$ cat src/rtl/mmb_burst_sram.sv
// rtl/mmb_burst_sram.sv - burst MMB slave backed by an inferred single-port RAM
// Optional burst statistics outputs are enabled by defining MMB_BURST_SRAM_STAT_EN.
module mmb_burst_sram #(
  parameter int    DWIDTH  = 16,
  parameter int    AWIDTH  = 8,
  parameter int    BWIDTH  = 4,
  parameter int    RDLAT   = 2,
  parameter string RAMTYPE = "AUTO"
) (
  input  logic              reset,
  input  logic              clk,
  input  logic [AWIDTH-1:0] s_addr,
  input  logic [BWIDTH-1:0] s_bcnt,
  input  logic              s_wreq,
  input  logic [DWIDTH-1:0] s_wdat,
  input  logic              s_rreq,
  output logic [DWIDTH-1:0] s_rdat,
  output logic              s_rval,
  output logic              s_busy,
  output logic              s_err
`ifdef MMB_BURST_SRAM_STAT_EN
  ,
  output logic [31:0]       stat_wr,
  output logic [31:0]       stat_rd
`endif
);

  typedef enum logic [1:0] {S_IDLE, S_WRITE, S_READ, S_DRAIN} state_t;

  localparam logic [BWIDTH:0]  LEN_ONE = (BWIDTH+1)'(1);
  localparam logic [RDLAT-1:0] VP_LAST = RDLAT'(1) << (RDLAT - 1);

  state_t            state;
  logic [AWIDTH-1:0] cur_addr;
  logic [BWIDTH:0]   rem;
  logic [BWIDTH:0]   req_len;
  logic              acc_w;
  logic              iss;
  logic [AWIDTH-1:0] ram_wa;
  logic [DWIDTH-1:0] ram_rd;
  logic [DWIDTH-1:0] dp [RDLAT];
  logic [RDLAT-1:0]  vp;
  logic              pipe_last;

  // A burst count of zero encodes the full 2**BWIDTH words.
  assign req_len   = (s_bcnt == '0) ? (LEN_ONE << BWIDTH) : {1'b0, s_bcnt};
  assign acc_w     = s_wreq && !s_busy && (state == S_IDLE || state == S_WRITE);
  assign ram_wa    = (state == S_IDLE) ? s_addr : cur_addr;
  assign iss       = (state == S_READ);
  assign pipe_last = (vp == VP_LAST);

  generate
    if (RAMTYPE == "AUTO") begin : g_ram
      logic [DWIDTH-1:0] mem [2**AWIDTH];
      always_ff @(posedge clk) begin
        if (acc_w) mem[ram_wa] <= s_wdat;
      end
      assign ram_rd = mem[cur_addr];
    end else begin : g_ram_typed
      (* ram_style = RAMTYPE *) logic [DWIDTH-1:0] mem [2**AWIDTH];
      always_ff @(posedge clk) begin
        if (acc_w) mem[ram_wa] <= s_wdat;
      end
      assign ram_rd = mem[cur_addr];
    end
  endgenerate

  always_ff @(posedge clk or negedge reset) begin
    if (!reset) begin
      state    <= S_IDLE;
      s_busy   <= 1'b0;
      s_err    <= 1'b0;
      cur_addr <= '0;
      rem      <= '0;
    end else begin
      s_err <= 1'b0;
      case (state)
        S_IDLE: begin
          if (s_wreq) begin
            // Write wins over a simultaneous read; the read is flagged and dropped.
            s_err <= s_rreq;
            if (req_len != LEN_ONE) begin
              state    <= S_WRITE;
              cur_addr <= s_addr + AWIDTH'(1);
              rem      <= req_len - LEN_ONE;
            end
          end else if (s_rreq) begin
            state    <= S_READ;
            s_busy   <= 1'b1;
            cur_addr <= s_addr;
            rem      <= req_len;
          end
        end
        S_WRITE: begin
          s_err <= s_rreq;
          if (s_wreq) begin
            cur_addr <= cur_addr + AWIDTH'(1);
            rem      <= rem - LEN_ONE;
            if (rem == LEN_ONE) state <= S_IDLE;
          end
        end
        S_READ: begin
          cur_addr <= cur_addr + AWIDTH'(1);
          rem      <= rem - LEN_ONE;
          if (rem == LEN_ONE) state <= S_DRAIN;
        end
        S_DRAIN: begin
          if (pipe_last) begin
            state  <= S_IDLE;
            s_busy <= 1'b0;
          end
        end
        default: begin
          state  <= S_IDLE;
          s_busy <= 1'b0;
        end
      endcase
    end
  end

  // Stage 0 captures the RAM word; later stages only advance on valid so s_rdat holds.
  always_ff @(posedge clk or negedge reset) begin
    if (!reset) begin
      vp <= '0;
      for (int i = 0; i < RDLAT; i++) dp[i] <= '0;
    end else begin
      vp[0] <= iss;
      if (iss) dp[0] <= ram_rd;
      for (int i = 1; i < RDLAT; i++) begin
        vp[i] <= vp[i-1];
        if (vp[i-1]) dp[i] <= dp[i-1];
      end
    end
  end

  assign s_rdat = dp[RDLAT-1];
  assign s_rval = vp[RDLAT-1];

`ifdef MMB_BURST_SRAM_STAT_EN
  logic wr_done;
  logic rd_done;

  assign wr_done = acc_w && ((state == S_IDLE && req_len == LEN_ONE) ||
                             (state == S_WRITE && rem == LEN_ONE));
  assign rd_done = (state == S_DRAIN) && pipe_last;

  always_ff @(posedge clk or negedge reset) begin
    if (!reset) begin
      stat_wr <= '0;
      stat_rd <= '0;
    end else begin
      if (wr_done && stat_wr != '1) stat_wr <= stat_wr + 32'd1;
      if (rd_done && stat_rd != '1) stat_rd <= stat_rd + 32'd1;
    end
  end
`endif

endmodule

$ cat config.mk
export PLATFORM = sky130hd
export DESIGN_NAME = mmb_burst_sram
export DESIGN_NICKNAME = d
export VERILOG_FILES = /design/src/rtl/mmb_burst_sram.sv
export SDC_FILE = /design/constraint.sdc
export NUM_CORES = 2
export LEC_CHECK = 0
export BUFFER_PORTS_ARGS = -buffer_cell sky130_fd_sc_hd__buf_2
export CAP_MARGIN = 20
export CORE_MARGIN = 2
export CORE_UTILIZATION = 35
export CTS_BUF_LIST = sky130_fd_sc_hd__clkbuf_2 sky130_fd_sc_hd__clkbuf_4 sky130_fd_sc_hd__clkbuf_8
export DETAILED_ROUTE_END_ITERATION = 7
export SYNTH_ARGS = -nofsm -noshare
export SYNTH_HDL_FRONTEND = slang
export SYNTH_SLANG_ARGS = --single-unit
export TNS_END_PERCENT = 100
$ cat constraint.sdc
create_clock -name clk -period 9.4 [get_ports clk]
set_input_delay 2.35 -clock clk [delete_from_list [all_inputs] [get_ports clk]]
set_output_delay 2.35 -clock clk [all_outputs]
set_load 0.05 [all_outputs]
==> run metrics <==
outcome finished clean; Clock power frac 30.1%; CTS tree yes; Post-CTS Hold Fix Bufs 0; CP Cell Sequence inv_1 > ha_1 > clkinv_1 > a211oi_4 > nand3_2 > nor2_2; clock transition at the registers of the reported paths 0.07 ns; Starting DRT DRC Count 11,518; hold path cells 1; min cycle time layout 5.69 ns; Net Sw Frac 33.2%; Skew-Pair Late Insertion Delay 1.22 ns; vias 80,977; detailed-route DRC error count 0; origin of the critical flop-to-flop path state[0]; Synth Net Count 7,308; DIE AREA 0.462 mm^2; total gr overflow 0; VDD IR max 0.000210 V; Initial Utilization 35.1%; Setup Buffers After CTS 0; post-synthesis sequential area ratio 77.7%; Switch Pwr 17.0 mW; Post-synth EDFFs 4,096; number of I/O pins 51; die width 680 um; # port buffers 50; Arr. time, crit path 6.50 ns; GRT Total Usage 19.3%; R2R cell count 6; Layout Skew 0.0853 ns; Rows 248; Core Area 0.456 mm^2; final worst-path cycle share 60.6%; R2R Setup Slk 3.71 ns; Synth Flop Type edfxtp_1; pwr dens 280 mW/mm^2; crit end category flip-flop; final WL 456,000 um; Static Leak 56.7 nW; TritonRoute pass-1 iters 6; dpl ws 3.08 ns; CP max stage cell nand3_2; Post-DRT Antenna Nets 0; CP max stage delay 1.21 ns; number of antenna violations at the first check in global routing 41; Final Wtd Congestion 0.883; placed inst area 0.169 mm^2; reg2reg end g_ram.mem[66][3]; internal power 34.1 mW; Logic pwr share 29.3%; clock buffer depth 4; hpwl dp 275,000 um; sequential power share 40.5%; critical path fanouts, max 27; global-route wire length before repair 634,000 um; fin cells 14,476; final core utilization 40.0%; Worst EP required 10.21 ns; Crit Path Class reg2reg; normalized max-slew margin 12.7%; largest net degree at the start of global routing 173; TritonCTS Sinks 4,147; H-tree level count 6; commonest non-fill, non-tap cells in the layout edfxtp_1 (4,096), mux4_2 (1,025), clkbuf_8 (681); Warnings, synthesis 0; DR WL/cell 31.5 um; final worst slack 3.71 ns; #FFs+latches synth 4,147; Synth cell types 80; startpoint types flip-flop; Root Driver clkbuf_8; WHS Endpoint s_rdat[10]; Post-CTS Resized 0; DP Cell Count 13,254; mean post-synth cell area 22.0 um^2; drt via density 5.59; Layout Area Growth over Synthesis 13.9%; layout cells sized above 1 31.2%; Final nets 7,968; fin. max-slew vios 0; RSZ-0062 raised after global routing false; vias in the first global route 81,385; Die Height 680 um; Fmax 0.176 GHz; Max Cap Viol 0; Cell Area, Synth 0.160 mm^2; worst min path class reg2reg; commonest non-fill, non-tap cell in the layout edfxtp_1; cell count after synthesis 7,264; Final setup viols 0; Inserted Clock Buffers 660; Worst Max-Slew Pin Slew 1.30 ns; final hold violations 0; Hold Path Origin s_rdat[10]; setup TNS 0 ns; ys async rst share 1.23%; post-route cell area 0.182 mm^2
==> per-layer routing <==
metal  share of wire (%)  global-route usage [%]
met3                  10                    4.23
met1                  39                    26.3
met4                 3.9                    7.39
met5              0.0053                       0
met2                  47                    30.4
==> critical path, delay by kind of cell, from the launching register on <==
| kind | cells | cell delay, ns |
|---|---|---|
| fa+ha+maj | 1 | 0.76 |
| simple gates | 2 | 2.38 |
| compound gates | 1 | 1.04 |
| flops | 1 | 0.44 |
| buf+inv | 2 | 0.66 |
==> stage by stage <==
| stage | hold WS [ns] | total power [mW] |
|---|---|---|
| 2_1_floorplan | 0.352 | 30.0 |
| 3_3_place_gp | 0.492 | 35.8 |
| 3_5_place_dp | 0.498 | 35.9 |
| 4_1_cts | 0.510 | 51.1 |
| 5_1_grt | 0.528 | 52.5 |
| 6_report | 0.503 | 51.0 |
==> logic make-up after synthesis <==
family	count (synthesis)	share of synthesized area (%)
flops	4147	77.7
simple gates	755	2.05
xor+xnor	9	0.0493
buf+inv	464	1.53
compound gates	624	2.72
mux	1253	15.9
fa+ha+maj	12	0.0939
==> layout make-up <==
cell class                      count  area, um^2
Fill cell                       39851      274000
Sequential cell                  4147      124000
Multi-Input combinational cell   2653       33500
Clock buffer                      902       11000
Tap cell                         6000        7510
Timing Repair Buffer              436        3630
Clock inverter                    277        2030
Inverter                           26         108
Antenna cell                       35        87.6
==> how the worst max path moves through the flow <==
stage | from | end | slack [ns] | depth (start not counted)
after floorplan | s_wreq | g_ram.mem[104][0] | 4.76 | 6
after global placement | s_wreq | g_ram.mem[67][7] | 3.16 | 5
after detailed placement | s_wreq | g_ram.mem[66][7] | 3.08 | 5
after CTS | cur_addr[5] | g_ram.mem[24][5] | 3.94 | 6
after global routing | state[1] | g_ram.mem[66][3] | 3.56 | 6
final | state[0] | g_ram.mem[66][3] | 3.71 | 6
==> registers in the layout (all words and copies together) (netlist names) <==
signal / count
vp: 2
s_busy: 1
state: 2
dp: 16
rem: 5
g_ram.mem: 4096
s_err: 1
cur_addr: 8
s_rdat: 16
==> cells in the mapped netlist, drive strengths merged (25+ instances only) <==
| cell | n | area share (%) |
|---|---|---|
| nand3 | 72 | 0.23 |
| a21oi | 131 | 0.41 |
| o22ai | 64 | 0.25 |
| a221oi | 31 | 0.17 |
| mux2 | 26 | 0.18 |
| a22o | 25 | 0.14 |
| nand2 | 232 | 0.54 |
| clkbuf | 151 | 0.35 |
| buf | 287 | 1.1 |
| mux4 | 1025 | 14 |
| a22oi | 162 | 0.76 |
| edfxtp | 4096 | 77 |
| o21ai | 67 | 0.21 |
| nor2 | 324 | 0.76 |
| mux2i | 202 | 1.3 |
| dfrtp | 51 | 0.80 |
==> power by group through the flow <==
stage	sequential, mW	clock, mW	combinational (mW)
6_report	20.7	15.4	15.0
5_1_grt	20.7	16.4	15.4
4_1_cts	20.7	15.6	14.9
3_5_place_dp	21.1	0	14.8
3_3_place_gp	21.1	0	14.7
2_1_floorplan	20.8	0	9.16
(Power assumes the default switching activity.)
